## src/rtl/serial_adder_4b.sv

```systemverilog
// Bit-serial adder: one full-adder cell plus carry flop, LSB first; result valid WIDTH cycles after accept.
// Valid/ready on both ports; only accepts in IDLE, and DONE holds {carry,sum} until out_ready.
module serial_adder_4b #(
    parameter int WIDTH = 4
) (
    input  logic             clk,
    input  logic             rst,
    input  logic             in_valid,
    output logic             in_ready,
    input  logic [WIDTH-1:0] a,
    input  logic [WIDTH-1:0] b,
    input  logic             cin,
    output logic             out_valid,
    input  logic             out_ready,
    output logic [WIDTH-1:0] sum,
    output logic             carry
);

    localparam int CNT_W = (WIDTH > 1) ? $clog2(WIDTH) : 1;
    localparam logic [CNT_W-1:0] LAST = CNT_W'(WIDTH - 1);

    typedef enum logic [1:0] {
        IDLE = 2'd0,
        CALC = 2'd1,
        DONE = 2'd2
    } state_t;

    state_t             r_state;
    state_t             w_state_nxt;
    logic [WIDTH-1:0]   r_a_sr;
    logic [WIDTH-1:0]   r_b_sr;
    logic [WIDTH-1:0]   r_s_sr;
    logic               r_c_ff;
    logic [CNT_W-1:0]   r_cnt;
    logic [WIDTH-1:0]   r_sum;
    logic               r_carry;

    logic               w_s;
    logic               w_c;
    logic [WIDTH-1:0]   w_s_nxt;
    logic               w_last;

    assign w_s     = r_a_sr[0] ^ r_b_sr[0] ^ r_c_ff;
    assign w_c     = (r_a_sr[0] & r_b_sr[0]) | (r_a_sr[0] & r_c_ff) | (r_b_sr[0] & r_c_ff);
    // New sum bit enters at the MSB so after WIDTH shifts bit 0 holds the LSB.
    assign w_s_nxt = (r_s_sr >> 1) | (WIDTH'(w_s) << (WIDTH - 1));
    assign w_last  = (r_cnt == LAST);

    assign sum     = r_sum;
    assign carry   = r_carry;

    always_ff @(posedge clk or posedge rst) begin
        if (rst) begin
            r_state <= IDLE;
        end else begin
            r_state <= w_state_nxt;
        end
    end

    always_comb begin
        w_state_nxt = r_state;
        in_ready    = 1'b0;
        out_valid   = 1'b0;
        case (r_state)
            IDLE: begin
                in_ready = 1'b1;
                if (in_valid) w_state_nxt = CALC;
            end
            CALC: begin
                if (w_last) w_state_nxt = DONE;
            end
            DONE: begin
                out_valid = 1'b1;
                if (out_ready) w_state_nxt = IDLE;
            end
            default: w_state_nxt = IDLE;
        endcase
    end

    always_ff @(posedge clk or posedge rst) begin
        if (rst) begin
            r_a_sr  <= '0;
            r_b_sr  <= '0;
            r_s_sr  <= '0;
            r_c_ff  <= 1'b0;
            r_cnt   <= '0;
            r_sum   <= '0;
            r_carry <= 1'b0;
        end else begin
            case (r_state)
                IDLE: begin
                    if (in_valid) begin
                        r_a_sr <= a;
                        r_b_sr <= b;
                        r_c_ff <= cin;
                        r_s_sr <= '0;
                        r_cnt  <= '0;
                    end
                end
                CALC: begin
                    r_a_sr <= r_a_sr >> 1;
                    r_b_sr <= r_b_sr >> 1;
                    r_c_ff <= w_c;
                    r_s_sr <= w_s_nxt;
                    r_cnt  <= r_cnt + CNT_W'(1);
                    // Outputs only ever see a complete result.
                    if (w_last) begin
                        r_sum   <= w_s_nxt;
                        r_carry <= w_c;
                    end
                end
                default: ;
            endcase
        end
    end

endmodule

```

## config.mk

```make
export PLATFORM = sky130hd
export DESIGN_NAME = serial_adder_4b
export DESIGN_NICKNAME = d
export VERILOG_FILES = /design/src/rtl/serial_adder_4b.sv
export SDC_FILE = /design/constraint.sdc
export NUM_CORES = 1
export LEC_CHECK = 0
export ABC_CLOCK_PERIOD_IN_PS = 1600
export CORE_UTILIZATION = 40
export CTS_CLUSTER_DIAMETER = 40
export CTS_CLUSTER_SIZE = 40
export DETAILED_ROUTE_END_ITERATION = 16
export MAX_ROUTING_LAYER = met4
export PLACE_DENSITY = 0.65
export SYNTH_ARGS = -nofsm -noshare
export SYNTH_HDL_FRONTEND = slang
export SYNTH_SLANG_ARGS = --single-unit
```

## constraint.sdc

```tcl
create_clock -name clk -period 1.6 [get_ports clk]
set_input_delay 0.4 -clock clk [delete_from_list [all_inputs] [get_ports clk]]
set_output_delay 0.4 -clock clk [all_outputs]
set_load 0.02 [all_outputs]
```

### Word-level counts from Yosys, hierarchy flattened

Index checks and enable logic that the tools add are counted.
W data, S select, Z words.

* flip-flop bits (word level): 22
* bits in latches: 0
* memory bits (writable): 0
* ROM bits: 0
* input bits: 13
* output and inout port bits: 7
* word-level logic and storage cells: 44
* memories: 0

* $add $sub $neg: 1
* multiply operators: 0
* div/mod/pow operators: 0
* magnitude comparators: 0
* eq/ne operators: 6
* shifts and indexed selects: 0
* mux-type cells: 16
* bitwise logic cells: 8
* reduce and logical (&&, ||, !) cells: 5

Operator list (count)
* $pmux W4 S2: 3
* $mux W4: 3
* $mux W2: 4
* $ne A2 B2 Y1 const B: 3
* $pmux W2 S3: 1
* $eq A2 B2 Y1 const B: 2
* $or A3 B4 Y4: 1
* $pmux W2 S2: 1
* $reduce_and A2 Y1: 2
* $and A1 B1 Y1: 3
* $mux W1: 3
* $reduce_and A3 Y1: 1
* $add A2 B1 Y2 const B: 1
* $eq A2 B1 Y1 const B: 1
* $logic_not A2 Y1: 1
* $or A1 B1 Y1: 2
* $pmux W1 S2: 1
* $reduce_bool A2 Y1: 1
* $xor A1 B1 Y1: 2

### Logic depth before layout (Yosys ltp)

Gate-level depths: netlist (run 1).

* depth after elaboration: 4
* gate-level depth with buffers: 4
* gate-level depth less buffers: 3

### Worst setup path before layout (run 1)

OpenSTA, ideal clock, no wires.

* kind: flip-flop to output port
* start: register r_state[0]
* end: output out_valid
* arrival time: 919 ps
* required time: 1200 ps
* path slack: 281 ps
* stages on the path, launching flop included: 5
* buffers on the path: 2
* path through: dfrtp_1 -> buf_6 -> buf_2 -> nand2b_1 -> inv_1

* longest elaborated chain between the ends: 2

Ends and longest elaborated chain
* from (decl): RTL line 28 `state_t r_state;`
* from (signal assigned): RTL line 56 `r_state <= w_state_nxt;`
* $eq A2 B2 Y1: RTL line 64 `case (r_state)`
* $mux W1: RTL line 64
* to (decl): RTL line 13 `output logic out_valid,`

Every way passes these cells.

### Worst setup path after layout (run 1)

Same ends and word-level chain as after synthesis.

==> flow_summary.toml, run 1 <==
[outcome]
outcome = "complete, no violations"

[routing]
wl_um = 1680
dr.first_iter.drc_count = 11
drc = 0
drtPass1Iterations = 4
routedWlPerCell_um = 13.1
total_vias_in_the_final_route = 684
ant_nets = 0
viasPerCell = 5.30

[clock_network]
cts-htree-levels = 1
cts_max_path_buffers = 2
clkSlewWorstSetupHoldPaths_ns = 0.11
numCtsBuffers = 3
sinks_on_the_clock_net = 21
cts_setup_buffers = 0
clkLatencyLatePin_ns = 0.29
cts_hold_repair.buffers = 0
tritoncts = "done"
clock_tree.root_cell = "clkbuf_4"

[synth]
count_of_warnings_emitted_by_yosys = 0
post_synth_net_total = 90
postSynthCellCount = 75
synth.cell_area_um2 = 952
synth-seq-area-share_pct = 55.2
ys_types = 26
synth-seq-cells = 21
avgSynthCellArea_um2 = 12.7

[final_layout]
design_area_um2 = 1220
final_common_cell = "dfrtp_1"
layout.cells.most_common_list = "dfrtp_1, clkdlybuf4s50_1, inv_1"
drive_above_1_share_pct = 21.8
design.final.nets = 117
syn_to_final_growth_pct = 28.4
antenna_cells_inserted = 0
finalCoreUtilization_pct = 54.7

[worst_setup_path]
crit_arrival_ns = 1.09
timing.critical_path.from_type = "register"
cpMaxStageDelayCell = "dfrtp_1"
setup.worst_path.class = "register to output port"
crit_path_max_fanout = 4
worst-path-buf-inv = 2
required_ns = 1.20
timing.critical_path.max_delay_family = "flip-flops"
critical_path.max_stage_delay_ns = 0.43
setup.worst_path.end_class = "output port"
crit_path_cell_trace = "nand2b_1 -> inv_1 -> buf_2"

[sta]
period_needed_ns = 1.49
timing_max_transition_violations_final = 0
final.period_utilization_pct = 93.4
report.final.setup_viol = 0
finClkSkew_ns = 0.00646
final-hold-violation-count = 0
maxSlewHeadroom_pct = 69.8
grt_setup_unrepaired = "false"
totalNegativeSetupSlack_ns = 0
tightestPinTransition_ns = 0.451
final_critical_path_setup_slack_ns = 0.105
fmax_mhz = 669

[floorplanning]
die-area_um2 = 2580
initial_utilization_pct = 42.6
die_span_in_x_um = 50.8
die_h_um = 50.8
io_pins = 20
coreArea_um2 = 2230
fp-row-count = 17

[pwr]
power.total_mw = 2.33
pwr_density_cell_nw_per_um2 = 1900
peakVddDrop_mv = 1.15
static-leakage-power_nw = 0.568

[placement]
place.gp.congestion = 0.719
detailed_place_hpwl_um = 1230
portBuffers = 19
pre_cts_ws_ns = -0.0121
place_area_um2 = 1210

[grt]
grt_max_degree = 22
first_global_vias = 695
grt_util_all_layers_pct = 16.8
grt_overflow = 0
number_of_antenna_violations_at_the_first_check_in_global_routing = 0
grt_pass1_wl_um = 3080

[flow_run]
timing.max_cap.violations = 0

[hold_path]
worstHoldPathType = "primary input to asynchronous set/reset pin"
-- metal layers --
layer  share of wire, %  GRT usage [%]
met1                 47           21.6
met2                 49           26.4
met3                3.1           3.03
met4               0.36           6.48
met5                  0              -
-- metrics by stage --
step	hold WS, ns	cells
CTS	0.427	129
global placement	0.487	125
finish	0.424	129
floorplan	0.377	75
detailed placement	0.483	125
global route	0.451	129
-- tightest hold or removal path, delay by kind of cell --
family                 cells  cell delay [ns]
buffers and inverters      3             0.71
-- where the power goes --
part | switching [mW] | leakage, nW | internal, mW
Sequential | 0.141 | 0.257 | 0.780
Combinational | 0.553 | 0.297 | 0.607
Clock | 0.150 | 0.0150 | 0.0969
Total | 0.844 | 0.568 | 1.48
-- logic make-up after synthesis --
logic type / synth area share, %
AOI/OAI and AO/OA: 15.9
adders and majority gates: 3.42
buffers and inverters: 7.36
DFF: 55.2
muxes: 6.96
and+or+nand+nor: 11.2
-- sequential cells by signal (all words and copies together) (netlist names) --
signal   cells
r_b_sr       4
r_c_ff       1
carry        1
r_s_sr       3
r_state      2
r_cnt        2
r_a_sr       4
sum          4
-- synth_stat cells --
cell      instances  share of area [%]
nor3b_1           1               0.79
o221a_2           1                1.2
a32o_1            2                2.1
buf_2             2                1.1
a21oi_1           1               0.53
a221oi_1          3                2.8
a211oi_1          1               0.79
buf_4             1               0.79
fa_1              1                2.1
buf_6             2                2.4
o21ba_2           1                1.1
dfrtp_1          21                 55
nand3b_1          1               0.79
nor4b_1           4                3.7
inv_1             8                3.2
a222oi_1          2                2.1
nand2b_1          2                1.3
nor2b_1           3                2.0
ha_1              1                1.3
o21ai_0           1               0.53
nor2_1            4                1.6
a22o_1            4                3.7
o21bai_2          1                1.2
mux2i_1           1                1.1
or4b_1            1                1.1
mux2_2            5                5.9
-- final timing paths --
| path | slack (ns) | depth (start not counted) | from | to |
|---|---|---|---|---|
| max in group asynchronous | 0.96 | 3 | rst | r_b_sr[1]$_DFFE_PP0P_ |
| worst min register to register | 0.50 | 1 | r_cnt[0]$_DFFE_PP0P_ | r_cnt[0]$_DFFE_PP0P_ |
| worst min-delay path | 0.42 | 3 | rst | r_s_sr[3]$_DFFE_PP0P_ |
| worst max-delay path | 0.11 | 3 | r_state[0]$_DFFE_PP0P_ | out_valid |
| min in group clk | 0.50 | 1 | r_cnt[0]$_DFFE_PP0P_ | r_cnt[0]$_DFFE_PP0P_ |
| worst max register to register | 0.22 | 3 | r_cnt[0]$_DFFE_PP0P_ | sum[0]$_DFFE_PP0P_ |
-- what timing repair did --
| item | in CTS | in global routing |
|---|---|---|
| pin swaps | 0 | 0 |
| gates resized for setup | 11 | 3 |
| setup endpoints to repair | 7 | 2 |
-- cell type report --
cell class                 instances  area (µm²)
multi-input combinational         41         359
fill                             209        1010
inverter                           8        30.0
sequential                        21         526
clock buffer                       4        26.3
tap                               28        35.0
timing repair buffer              27         246
Note: power is estimated with default switching activity, not from simulation.
==> run 2, diff against run 1 <==
--- a/config.mk
+++ b/config.mk
@@ -10,7 +10,6 @@
 export CTS_CLUSTER_DIAMETER = 40
 export CTS_CLUSTER_SIZE = 40
 export DETAILED_ROUTE_END_ITERATION = 16
-export MAX_ROUTING_LAYER = met4
 export PLACE_DENSITY = 0.65
 export SYNTH_ARGS = -nofsm -noshare
 export SYNTH_HDL_FRONTEND = slang
==> results of run 2 <==
Same layout as run 1: the final DEF is identical, and so are final timing and power.
Among the figures that moved: final weighted congestion in routability-driven placement 0.719 -> 0.711; overall routing resource usage 16.8% -> 16.4%
